### config.mk
export PLATFORM = sky130hd
export DESIGN_NAME = imem_program_loader
export DESIGN_NICKNAME = d
export VERILOG_FILES = /design/src/rtl/imem_program_loader.sv
export SDC_FILE = /design/constraint.sdc
export NUM_CORES = 1
export LEC_CHECK = 0
export BUFFER_PORTS_ARGS = -buffer_cell sky130_fd_sc_hd__buf_2
export CORE_MARGIN = 2
export CORE_UTILIZATION = 30
export DETAILED_ROUTE_END_ITERATION = 10
export PLACE_DENSITY = 0.56
export SYNTH_ARGS = -nofsm -noshare
export SYNTH_HDL_FRONTEND = slang
export SYNTH_SLANG_ARGS = --single-unit
### constraint.sdc
create_clock -name clk -period 2.7 [get_ports clk]
set_input_delay 0.54 -clock clk [delete_from_list [all_inputs] [get_ports clk]]
set_output_delay 0.54 -clock clk [all_outputs]
set_load 0.05 [all_outputs]
### src/rtl/imem_program_loader.sv
// imem_program_loader: command-driven byte-serial instruction memory loader with core start control
module imem_program_loader #(
  parameter int ADDR_W = 8,
  parameter int CMD_W  = 2
) (
  input  logic              clk,
  input  logic              rst_n,
  input  logic              cmd_valid,
  output logic              cmd_ready,
  input  logic [CMD_W-1:0]  cmd_type,
  input  logic [31:0]       cmd_data,
  output logic              mem_we,
  output logic [ADDR_W-1:0] mem_addr,
  output logic [7:0]        mem_wdata,
  output logic              start,
  output logic              busy,
  output logic              err
);
  localparam logic [CMD_W-1:0] SET_ADDR   = CMD_W'(0);
  localparam logic [CMD_W-1:0] WRITE_WORD = CMD_W'(1);
  localparam logic [CMD_W-1:0] LAUNCH     = CMD_W'(2);
  typedef enum logic [1:0] {IDLE, WRITE, DONE} state_t;
  state_t            state, state_n;
  logic [ADDR_W-1:0] ptr, ptr_n, addr_n;
  logic [1:0]        beat, beat_n;
  logic [31:0]       word, word_n;
  logic [7:0]        wdata_n;
  logic              err_n;
  assign cmd_ready = state == IDLE;
  // state and datapath registers
  always_ff @(posedge clk or negedge rst_n)
    if (!rst_n) begin
      state <= IDLE;
      ptr   <= '0;
      beat  <= '0;
      word  <= '0;
    end else begin
      state <= state_n;
      ptr   <= ptr_n;
      beat  <= beat_n;
      word  <= word_n;
    end
  // next state: decode accepted commands in IDLE, step through four beats in WRITE
  always_comb begin
    state_n = state;
    ptr_n   = ptr;
    beat_n  = beat;
    word_n  = word;
    err_n   = err;
    if (state == IDLE && cmd_valid) begin
      if (cmd_type == SET_ADDR) begin
        ptr_n = {cmd_data[ADDR_W-1:2], 2'b00};
        err_n = err | (|cmd_data[1:0]);
      end else if (cmd_type == WRITE_WORD) begin
        word_n  = cmd_data;
        beat_n  = '0;
        state_n = WRITE;
      end else if (cmd_type == LAUNCH) begin
        state_n = DONE;
      end else begin
        err_n = 1'b1;
      end
    end else if (state == WRITE) begin
      beat_n = beat + 2'd1;
      if (beat == 2'd3) begin
        state_n = IDLE;
        ptr_n   = ptr + ADDR_W'(4);
        err_n   = err | (ptr_n == '0);
      end
    end
  end
  // output values for the next cycle, MSB first so it lands at the lowest address
  always_comb begin
    addr_n  = ptr_n + ADDR_W'(beat_n);
    wdata_n = word_n[{~beat_n, 3'b000} +: 8];
  end
  // registered outputs
  always_ff @(posedge clk or negedge rst_n)
    if (!rst_n) begin
      mem_we    <= 1'b0;
      mem_addr  <= '0;
      mem_wdata <= '0;
      start     <= 1'b0;
      busy      <= 1'b0;
      err       <= 1'b0;
    end else begin
      mem_we    <= state_n == WRITE;
      mem_addr  <= addr_n;
      mem_wdata <= wdata_n;
      start     <= state_n == DONE;
      busy      <= state_n == WRITE;
      err       <= err_n;
    end
endmodule

* Word level (Yosys, flattened, before mapping)
Index checks and enable logic that the tools add are counted.
Cells by class: eq/ne operators 8, muxes and demuxes 23, shift operators 1, add/sub/neg operators 3, bitwise gates (word level) 3, reductions and logical operators 8
Operators by type and width (number):
- $mux W32 | 3
- $mux W8 | 4
- $shiftx A32 B6 Y8 | 1
- $mux W2 | 10
- $add A8 B2 Y8 | 1
- $add A8 B3 Y8 const B | 1
- $logic_not A8 Y1 | 1
- $eq A2 B1 Y1 const B | 3
- $eq A2 B2 Y1 const B | 3
- $mux W1 | 6
- $ne A3 B3 Y1 const B | 2
- $logic_not A2 Y1 | 2
- $reduce_and A4 Y1 | 1
- $reduce_bool A2 Y1 | 2
- $add A2 B1 Y2 const B | 1
- $not A2 Y2 | 1
- $or A1 B1 Y1 | 2
- $reduce_or A2 Y1 | 1
- $logic_and A1 B1 Y1 | 1
Storage, ports and cells: logic and storage cells 55, output and inout bits 21, register bits 63

* Logic depth before layout (Yosys ltp)
Gate-level depths: netlist of the first run.
depth in word-level cells 6, gate-level depth with buffers 13, gate-level depth less buffers 9

* Worst setup path after synthesis of the first run
OpenSTA, ideal clock, no wires.
path kind input -> register, from input cmd_valid, to register mem_addr[7], stages 12, data required time 2.620 ns, setup time 0.080 ns, path slack -0.089 ns, data arrival time 2.709 ns, buffers on the path 3, cells stage by stage or3b_4 -> or3_1 -> buf_6 -> a22oi_2 -> buf_6 -> buf_12 -> inv_1 -> ha_1 -> a21o_1 -> nand2_1 -> nor3_1 -> xor2_1
On the way: longest elaborated chain between the ends 3
Ends and longest elaborated chain:
- start: declaration | line 8 | input logic cmd_valid,
- $logic_and A1 B1 Y1 | line 50 | if (state == IDLE && cmd_valid) begin
- $mux W2 | line 50
- net beat_n[1] | line 25 | logic [1:0] beat, beat_n;
- $add A8 B2 Y8 | line 74 | addr_n = ptr_n + ADDR_W'(beat_n);
- net addr_n[7] | line 24 | logic [ADDR_W-1:0] ptr, ptr_n, addr_n;
- end signal: assignment | line 88 | mem_addr <= addr_n;
- end: declaration | line 13 | output logic [ADDR_W-1:0] mem_addr,
The timed path passes the listed nets, and every way through them passes these cells. A chain may end at the register's enable or synchronous reset.

* Worst setup path after layout of the first run
from register state[1], to register mem_addr[7]
On the way: longest elaborated chain between the ends 4
Ends and longest elaborated chain:
- start: declaration | line 23 | state_t state, state_n;
- start signal: assignment | line 38 | state <= state_n;
- $eq A2 B1 Y1 or $logic_not A2 Y1 (tied branches) | line 63, 50
- $mux W2 or $logic_and A1 B1 Y1 (tied branches) | line 63, 50
- $mux W2 * | line 50
- net beat_n[1] | line 25
- $add A8 B2 Y8 * | line 74
- net addr_n[7] | line 24
Mark *: on every way through the listed nets, which the timed path passes. The rest lies on a longest branch.

==> flow_summary.toml, run 1 <==
[outcome]
status = "finished, final reports clean"

[route]
wirelength_mm = 6.85
dr.pass1.iters = 4
dr_total_vias = 2205
vias_per_cell = 4.54
drc = 0
drtAntennaViolNets = 0
wl_per_cell_um = 14.1
drtIter0Drc = 108

[floorplanning]
row_count = 35
fp.dieW_um = 102
core_um2 = 9330
die_y_um = 102
start_util = 0.312
die-area_um2 = 10500
ios = 58

[timing]
tightestPinTransition_ns = 0.793
min_period_ns = 2.37
fin_skew_ns = 0.0130
worst_hold_slack_ns = 0.366
relSlewSlack = 0.471
rsz0062_at_grt = "no"
finalMaxSlewViolations = 0
setup_viol_count_final = 0
fmax_mhz = 421
period_share = 0.879
hold_viol = 0

[synth]
netlist_area_um2 = 2910
seq_area_frac_synth = 0.542
synth_area_leader_cell = "dfrtp_1"
syn_area_per_cell_um2 = 10.1
syn_nets = 332
synth_top_area_frac = 0.542
synthTopCellsByArea = "dfrtp_1 (54%), nand2_1 (14%), mux2i_1 (8.6%)"
yosys-top-cells-count = "nand2_1 (106), dfrtp_1 (63), mux2i_1 (25)"
yosys_warnings = 0
synth_ff_type = "dfrtp_1"
ys_types = 43
synth.most_common_cell = "nand2_1"
ys_ff_latch = 63
synth_edf_count = 0
synth_cells = 288
synthArstFlopShare = 1.00

[pwr]
cellLeakagePower_uw = 0.00198
finalPower_uw = 2110
peakVddDrop_v = 0.000189
powerDensity_nw_per_um2 = 584

[setup_path]
crit_path_max_fanout = 5
r2r_slack_ns = 0.33
critical_path_required_ns = 2.97
ff2ff_path_depth = 9
cp-end-kind = "register"
worstSetupPathType = "register to register"
timing.rr.start = "state[1]"
crit_path_start_kind = "register"
rr_endpoint = "mem_addr[7]"
worstPathArrival_ns = 2.64

[cells_and_area]
drive_gt1_frac = 0.252
fin_cells = 486
stdcell_area_um2 = 3600
antennaDiodeCount = 0
syn_to_final_growth_pct = 24.0
num-nets-final = 396

[place]
hpwlAfterDp_mm = 4.81
port_buffers = 57
place.gp.congestion = 0.912
dp.cells = 470
place_area_um2 = 3360

[global_route]
grt_max_degree = 64
antenna_found_initial = 0
track_usage = 0.140
grt_pass1_wl_mm = 10.9
grt_pass1_vias = 2125
grt-ovfl-total = 0

[clocking]
clk_latency_ns = 0.34
cts_tree = "done"
clkSlewWorstSetupHoldPaths_ns = 0.08
h-tree-depth = 3
postCtsHoldBufs = 0
cts_sinks = 63
cts_repair_resize_count = 0
numCtsBuffers = 9
cts_setup_buffers = 0
clockRootBuffer = "clkbuf_8"
clock_path_buffers = 2

[job]
maxCapViolCount = 0

[hold_path]
hold_path_class = "input pin to asynchronous set/reset pin"
==> routing by layer <==
layer	global-route usage	share of wire	routed length, um
met1	0.196	0.48	3280
met2	0.205	0.45	3100
met3	0.0404	0.055	379
met4	0.0523	0.012	85
met5	0	0	0
==> sequential cells by signal, summed over array words and instances, names as in the netlist <==
name,flops
err,1
busy,1
mem_addr,8
start,1
word,32
state,2
beat,2
ptr,8
mem_wdata,8
==> through the flow <==
step / util / setup TNS, ns / setup slack (ns)
2_1_floorplan: - / -0.0274 / -0.0274
3_3_place_gp: 0.360 / 0 / 0.104
3_5_place_dp: 0.360 / 0 / 0.0971
4_1_cts: 0.386 / 0 / 0.320
5_1_grt: 0.386 / 0 / 0.209
6_report: 0.386 / 0 / 0.327
==> cell type report <==
cell class,count,area [um^2]
clock buffers,9,124
clock inverters,7,125
fillers,924,5720
inverters,4,17.5
multi-input cells,208,1250
flip-flops and latches,63,1580
well taps,129,161
repair buffers,66,353
==> worst max-delay path, cell delays in order (launching register included) <==
cell	delay [ns]
dfrtp_1	0.38
or3b_4	0.42
or3_1	0.43
a22oi_2	0.21
inv_4	0.08
ha_4	0.26
a21o_1	0.13
nand2_2	0.07
nor3_2	0.18
xor2_1	0.15
==> logic make-up (layout without fill, tap and decap cells) <==
logic type	Yosys count	in the layout	synth area share
multiplexers	25	25	0.0861
AO/OA/AOI/OAI	24	24	0.0624
buffers and inverters	17	86	0.0370
XOR/XNOR	9	9	0.0271
flip-flops	63	63	0.542
AND/OR/NAND/NOR	143	143	0.212
adder cells (fa/ha/maj)	7	7	0.0327
==> report_power, final <==
part / internal [uW] / switching [uW] / total [uW]
Clock: 626 / 404 / 1030
Combinational: 38.2 / 71.3 / 109
Sequential: 960 / 5.72 / 966
Total: 1620 / 481 / 2110
==> cells in the final DEF (no fill, tap or decap), types with 3 or more instances in the layout <==
master	instances
nand3_1	6
inv_6	4
nand4_1	3
nor2b_1	4
nor2_1	4
clkbuf_8	9
nand2_1	105
buf_2	57
ha_1	5
dfrtp_1	63
o21ai_0	3
inv_1	3
nand2b_1	3
xnor2_1	7
a31oi_1	3
mux2i_1	25
and2_1	3
buf_4	9
nor3_1	4
bufinv_16	3
==> how the worst max path moves through the flow <==
stage / to / from / cells after the start / slack [ns]
floorplan: mem_addr[7] / cmd_valid / 12 / -0.03
CTS: mem_addr[7] / state[1] / 9 / 0.32
global placement: mem_addr[7] / cmd_valid / 10 / 0.10
global route: mem_addr[7] / state[1] / 9 / 0.21
finish: mem_addr[7] / state[1] / 9 / 0.33
detailed placement: mem_addr[7] / cmd_valid / 10 / 0.1
(Power assumes the default switching activity.)
==> run 2, diff against run 1 <==
--- a/config.mk
+++ b/config.mk
@@ -7,9 +7,9 @@
 export LEC_CHECK = 0
 export BUFFER_PORTS_ARGS = -buffer_cell sky130_fd_sc_hd__buf_2
 export CORE_MARGIN = 2
-export CORE_UTILIZATION = 30
+export CORE_UTILIZATION = 44
 export DETAILED_ROUTE_END_ITERATION = 10
-export PLACE_DENSITY = 0.56
+export PLACE_DENSITY_LB_ADDON = 0.1
 export SYNTH_ARGS = -nofsm -noshare
 export SYNTH_HDL_FRONTEND = slang
 export SYNTH_SLANG_ARGS = --single-unit
==> run 2 against run 1 <==
Net effect:
- setup slack worse by 0.0091 ns
- power shrank 8.5%
- flip-flop and latch count did not move
- final cell count down 11%
- largest cell class unchanged
==> flow_summary.toml, run 2 (synthesis gave the netlist of run 1 again) <==
[outcome]
status = "finished, final reports clean"

[cells_and_area]
regMostFlops = "word"
antennaDiodeCount = 0
final_common_cell = "nand2_1"
syn_to_final_growth_pct = 20.6
final_cell_mix = "nand2_1 (105), dfrtp_1 (63), buf_2 (57), mux2i_1 (25), clkbuf_8 (12)"
stdcell_area_um2 = 3510
drive_gt1_frac = 0.249
num-nets-final = 397
largest_reg_flops = 32

[setup_path]
critical_path_required_ns = 2.96
critPathSlowestCell = "or3_1"
max_stage_delay_ns = 0.41
crit_chain = "or3b_4, or3_1, a22oi_2, inv_4, ha_4, a21o_1, nand2_2, nor3_2, xor2_1"
worstSetupPathType = "register to register"
crit_path_max_fanout = 3
critPathBufInv = 1
crit_cells = 9
ff2ff_path_depth = 9
cpLargestDelayFamily = "simple AND/OR/NAND/NOR gates"
worstPathArrival_ns = 2.64
crit_path_start_kind = "register"
cp-end-kind = "register"

[floorplanning]
start_util = 0.455
fp.dieW_um = 85.3
row_count = 29
ios = 58
die-area_um2 = 7270
die_y_um = 85.3
core_um2 = 6390

[place]
hpwlAfterDp_mm = 4.61
place_area_um2 = 3300
port_buffers = 57
pre_cts_ws_ns = 0.0320
place.gp.congestion = 0.866

[clocking]
h-tree-depth = 3
cts_tree = "done"
numCtsBuffers = 9
cts_sinks = 63
clk_latency_ns = 0.34
clockRootBuffer = "clkbuf_8"
cts_setup_buffers = 0
cts_repair_resize_count = 0
clkSlewWorstSetupHoldPaths_ns = 0.07
postCtsHoldBufs = 0
clock_path_buffers = 2

[timing]
relSlewSlack = 0.471
setup_viol_count_final = 0
fin_skew_ns = 0.00594
finalMaxSlewViolations = 0
hold_viol = 0
rsz0062_at_grt = "no"
finalSetupTns_ns = 0
min_period_ns = 2.38
period_share = 0.882
worst_hold_slack_ns = 0.351
final.setup.worst_slack_ns = 0.318
fmax_mhz = 420
tightestPinTransition_ns = 0.793

[route]
drtAntennaViolNets = 0
wirelength_mm = 6.55
vias_per_cell = 5.11
dr_total_vias = 2217
drc = 0
wl_per_cell_um = 15.1
dr.pass1.iters = 6
drtIter0Drc = 116

[global_route]
track_usage = 0.200
grt_pass1_wl_mm = 11.3
grt_pass1_vias = 2201
grt_max_degree = 64
grt-ovfl-total = 0
antenna_found_initial = 0

[pwr]
cellLeakagePower_uw = 0.00197
powerDensity_nw_per_um2 = 550
peakVddDrop_v = 0.000311

[job]
maxCapViolCount = 0

[hold_path]
hold_path_class = "input pin to asynchronous set/reset pin"
run 2: cell count changes in the layout (fill, tap and decap cells not counted), sizes merged:
cell,before,now
buf,66,67
bufinv,3,1
clkbuf,9,13
clkinv,0,1
inv,8,4
run 2: worst register-to-register path: stages, from the launching register on:
cell	delay, ns
dfrtp_1	0.39
or3b_4	0.39
or3_1	0.41
a22oi_2	0.22
inv_4	0.08
ha_4	0.26
a21o_1	0.14
nand2_2	0.08
nor3_2	0.19
xor2_1	0.16
run 2: per-layer routing:
layer | wire, um | global-route usage
met5 | 0 | 0
met3 | 297 | 0.0340
met4 | 155 | 0.0996
met1 | 3360 | 0.313
met2 | 2740 | 0.265
run 2: metrics by stage:
step / utilization / total power [uW] / cells
6_report: 0.549 / 1930 / 434
3_5_place_dp: 0.516 / 1090 / 419
5_1_grt: 0.549 / 2010 / 434
4_1_cts: 0.549 / 1950 / 434
2_1_floorplan: - / 1030 / 288
3_3_place_gp: 0.516 / 1090 / 419
run 2: power breakdown:
part | internal, uW | switching, uW | total [uW]
logic | 37.3 | 69.3 | 107
clock network | 499 | 354 | 853
registers | 961 | 5.22 | 967
run 2: final cells by class:
cell class / instances / area [um^2]
Tap cell: 77 / 96.3
Timing Repair Buffer: 67 / 360
Clock inverter: 2 / 38.8
Fill cell: 598 / 2880
Sequential cell: 63 / 1580
Multi-Input combinational cell: 208 / 1250
Clock buffer: 13 / 169
Inverter: 4 / 17.5
run 2: worst paths after layout:
check / to / slack, ns / startpoint
worst max-delay path: mem_addr[7] / 0.32 / state[1]
min in group clk: word[10] / 0.42 / cmd_data[10]
worst min-delay path: mem_addr[7] / 0.35 / rst_n
max in group asynchronous: word[2] / 1.81 / rst_n
worst min register to register: err / 0.46 / err
worst max register to register: mem_addr[7] / 0.32 / state[1]
==> run 3, diff against run 2 <==
--- a/config.mk
+++ b/config.mk
@@ -6,8 +6,11 @@
 export NUM_CORES = 1
 export LEC_CHECK = 0
 export BUFFER_PORTS_ARGS = -buffer_cell sky130_fd_sc_hd__buf_2
+export CELL_PAD_IN_SITES_DETAIL_PLACEMENT = 2
+export CELL_PAD_IN_SITES_GLOBAL_PLACEMENT = 2
 export CORE_MARGIN = 2
-export CORE_UTILIZATION = 44
+export CORE_UTILIZATION = 31
+export CTS_BUF_LIST = sky130_fd_sc_hd__clkbuf_16
 export DETAILED_ROUTE_END_ITERATION = 10
 export PLACE_DENSITY_LB_ADDON = 0.1
 export SYNTH_ARGS = -nofsm -noshare
==> run 3 against run 2 <==
Net effect:
- clock power rose by 43%
- highest routed layer unchanged
- clock skew shrank 0.0015 ns
- critical path depth did not move
- largest power group is now clock
- routed wire length increased by 27%
- critical path type unchanged
- non-clock buffer count grew 1
==> flow_summary.toml, run 3 (synthesis gave the netlist of run 1 again) <==
[route]
dr.pass1.iters = 4
drtIter0Drc = 49
wirelength_mm = 8.29
drc = 0
wl_per_cell_um = 17.6
vias_per_cell = 4.90
dr_total_vias = 2302
drtAntennaViolNets = 0

[cells_and_area]
regArea_um2 = 1580
largest_reg_flops = 32
nFillCells = 1015
syn_to_final_growth_pct = 26.4
regMostFlops = "word"
antennaDiodeCount = 0
fin_cells = 470
final_cell_mix = "nand2_1 (105), dfrtp_1 (63), buf_2 (57), mux2i_1 (25), buf_4 (10)"
multi_input_area_um2 = 1250
final_common_cell = "nand2_1"
drive_gt1_frac = 0.253
num-nets-final = 398
stdcell_area_um2 = 3670

[setup_path]
worstPathArrival_ns = 2.66
crit_cells = 9
worstSetupPathType = "register to register"
critPathSlowestCell = "or3_1"
crit_path_start_kind = "register"
cpLargestDelayFamily = "simple AND/OR/NAND/NOR gates"
crit_chain = "or3b_4, or3_1, a22oi_2, inv_4, ha_4, a21o_1, nand2_2, nor3_2, xor2_1"
cp-end-kind = "register"
critPathBufInv = 1
crit_path_max_fanout = 3
critical_path_required_ns = 2.94
max_stage_delay_ns = 0.44
ff2ff_path_depth = 9

[timing]
hold_viol = 0
period_share = 0.894
rsz0062_at_grt = "no"
finalSetupTns_ns = 0
min_period_ns = 2.41
finalMaxSlewViolations = 0
fin_skew_ns = 0.00442
fmax_mhz = 414
relSlewSlack = 0.518
setup_viol_count_final = 0
tightestPinTransition_ns = 0.713

[global_route]
antenna_found_initial = 0
grt_pass1_vias = 2518
grt_pass1_wl_mm = 13.6
track_usage = 0.179
grt-ovfl-total = 0
grt_max_degree = 43

[floorplanning]
start_util = 0.318
core_um2 = 9150
fp.dieW_um = 101
die_y_um = 101
ios = 58
row_count = 35
die-area_um2 = 10200

[place]
place.gp.congestion = 0.818
port_buffers = 57
place_area_um2 = 3360
dp.cells = 454
hpwlAfterDp_mm = 5.83

[clocking]
clockRootBuffer = "clkbuf_16"
postCtsHoldBufs = 0
clock_path_buffers = 2
h-tree-depth = 3
cts_sinks = 63
clk_latency_ns = 0.32
numCtsBuffers = 9
cts_setup_buffers = 0
clkSlewWorstSetupHoldPaths_ns = 0.05
cts_tree = "done"
cts_repair_resize_count = 0

[pwr]
powerDensity_nw_per_um2 = 627
cellLeakagePower_uw = 0.00203
peakVddDrop_v = 0.000294

[outcome]
status = "finished, final reports clean"

[hold_path]
hold_path_class = "input pin to asynchronous set/reset pin"

[job]
maxCapViolCount = 0
[run 3: metrics by stage]
| stage | utilization | setup WS, ns | total power [uW] | hold WS [ns] |
|---|---|---|---|---|
| after global placement | 0.367 | 0.0992 | 1100 | 0.437 |
| final | 0.401 | 0.286 | 2300 | 0.214 |
| after floorplan | - | -0.0274 | 1030 | 0.244 |
| after detailed placement | 0.367 | 0.0513 | 1100 | 0.439 |
| after CTS | 0.401 | 0.261 | 2340 | 0.221 |
| after global routing | 0.401 | 0.169 | 2400 | 0.240 |
[run 3: final timing paths]
check	startpoint	slack, ns	end
max	state[1]	0.29	mem_addr[7]
min	rst_n	0.21	ptr[5]
max reg2reg	state[1]	0.29	mem_addr[7]
min reg2reg	err	0.45	err
max in group asynchronous	rst_n	1.86	word[24]
min in group clk	cmd_data[28]	0.43	word[28]
[run 3: final cells by class]
cell class,instances,area share
flip-flops and latches,63,0.429
repair buffers,68,0.104
clock buffers,9,0.0613
multi-input cells,208,0.340
inverters,4,0.00477
clock inverters,7,0.0238
well taps,111,0.0378
[run 3: worst register-to-register path, cell delays in order (launching register included)]
cell     delay (ns)
dfrtp_1        0.37
or3b_4         0.40
or3_1          0.44
a22oi_2        0.23
inv_4          0.08
ha_4           0.26
a21o_1         0.13
nand2_2        0.08
nor3_2         0.19
xor2_1         0.15
[run 3: layer usage]
metal	part of all wire	up-vias	global-route usage	routed length, um
met1	0.49	1153	0.253	4090
met4	0.011	0	0.0601	95
met2	0.46	49	0.273	3780
met5	0	-	0	0
met3	0.039	8	0.0361	322
li1	-	1092	-	-
[run 3: report_power, final]
part	internal (uW)	switching (uW)	leakage (uW)	total, uW
registers	963	5.47	0.000818	968
logic	41.1	74.8	0.00105	116
clock network	802	416	0.000161	1220
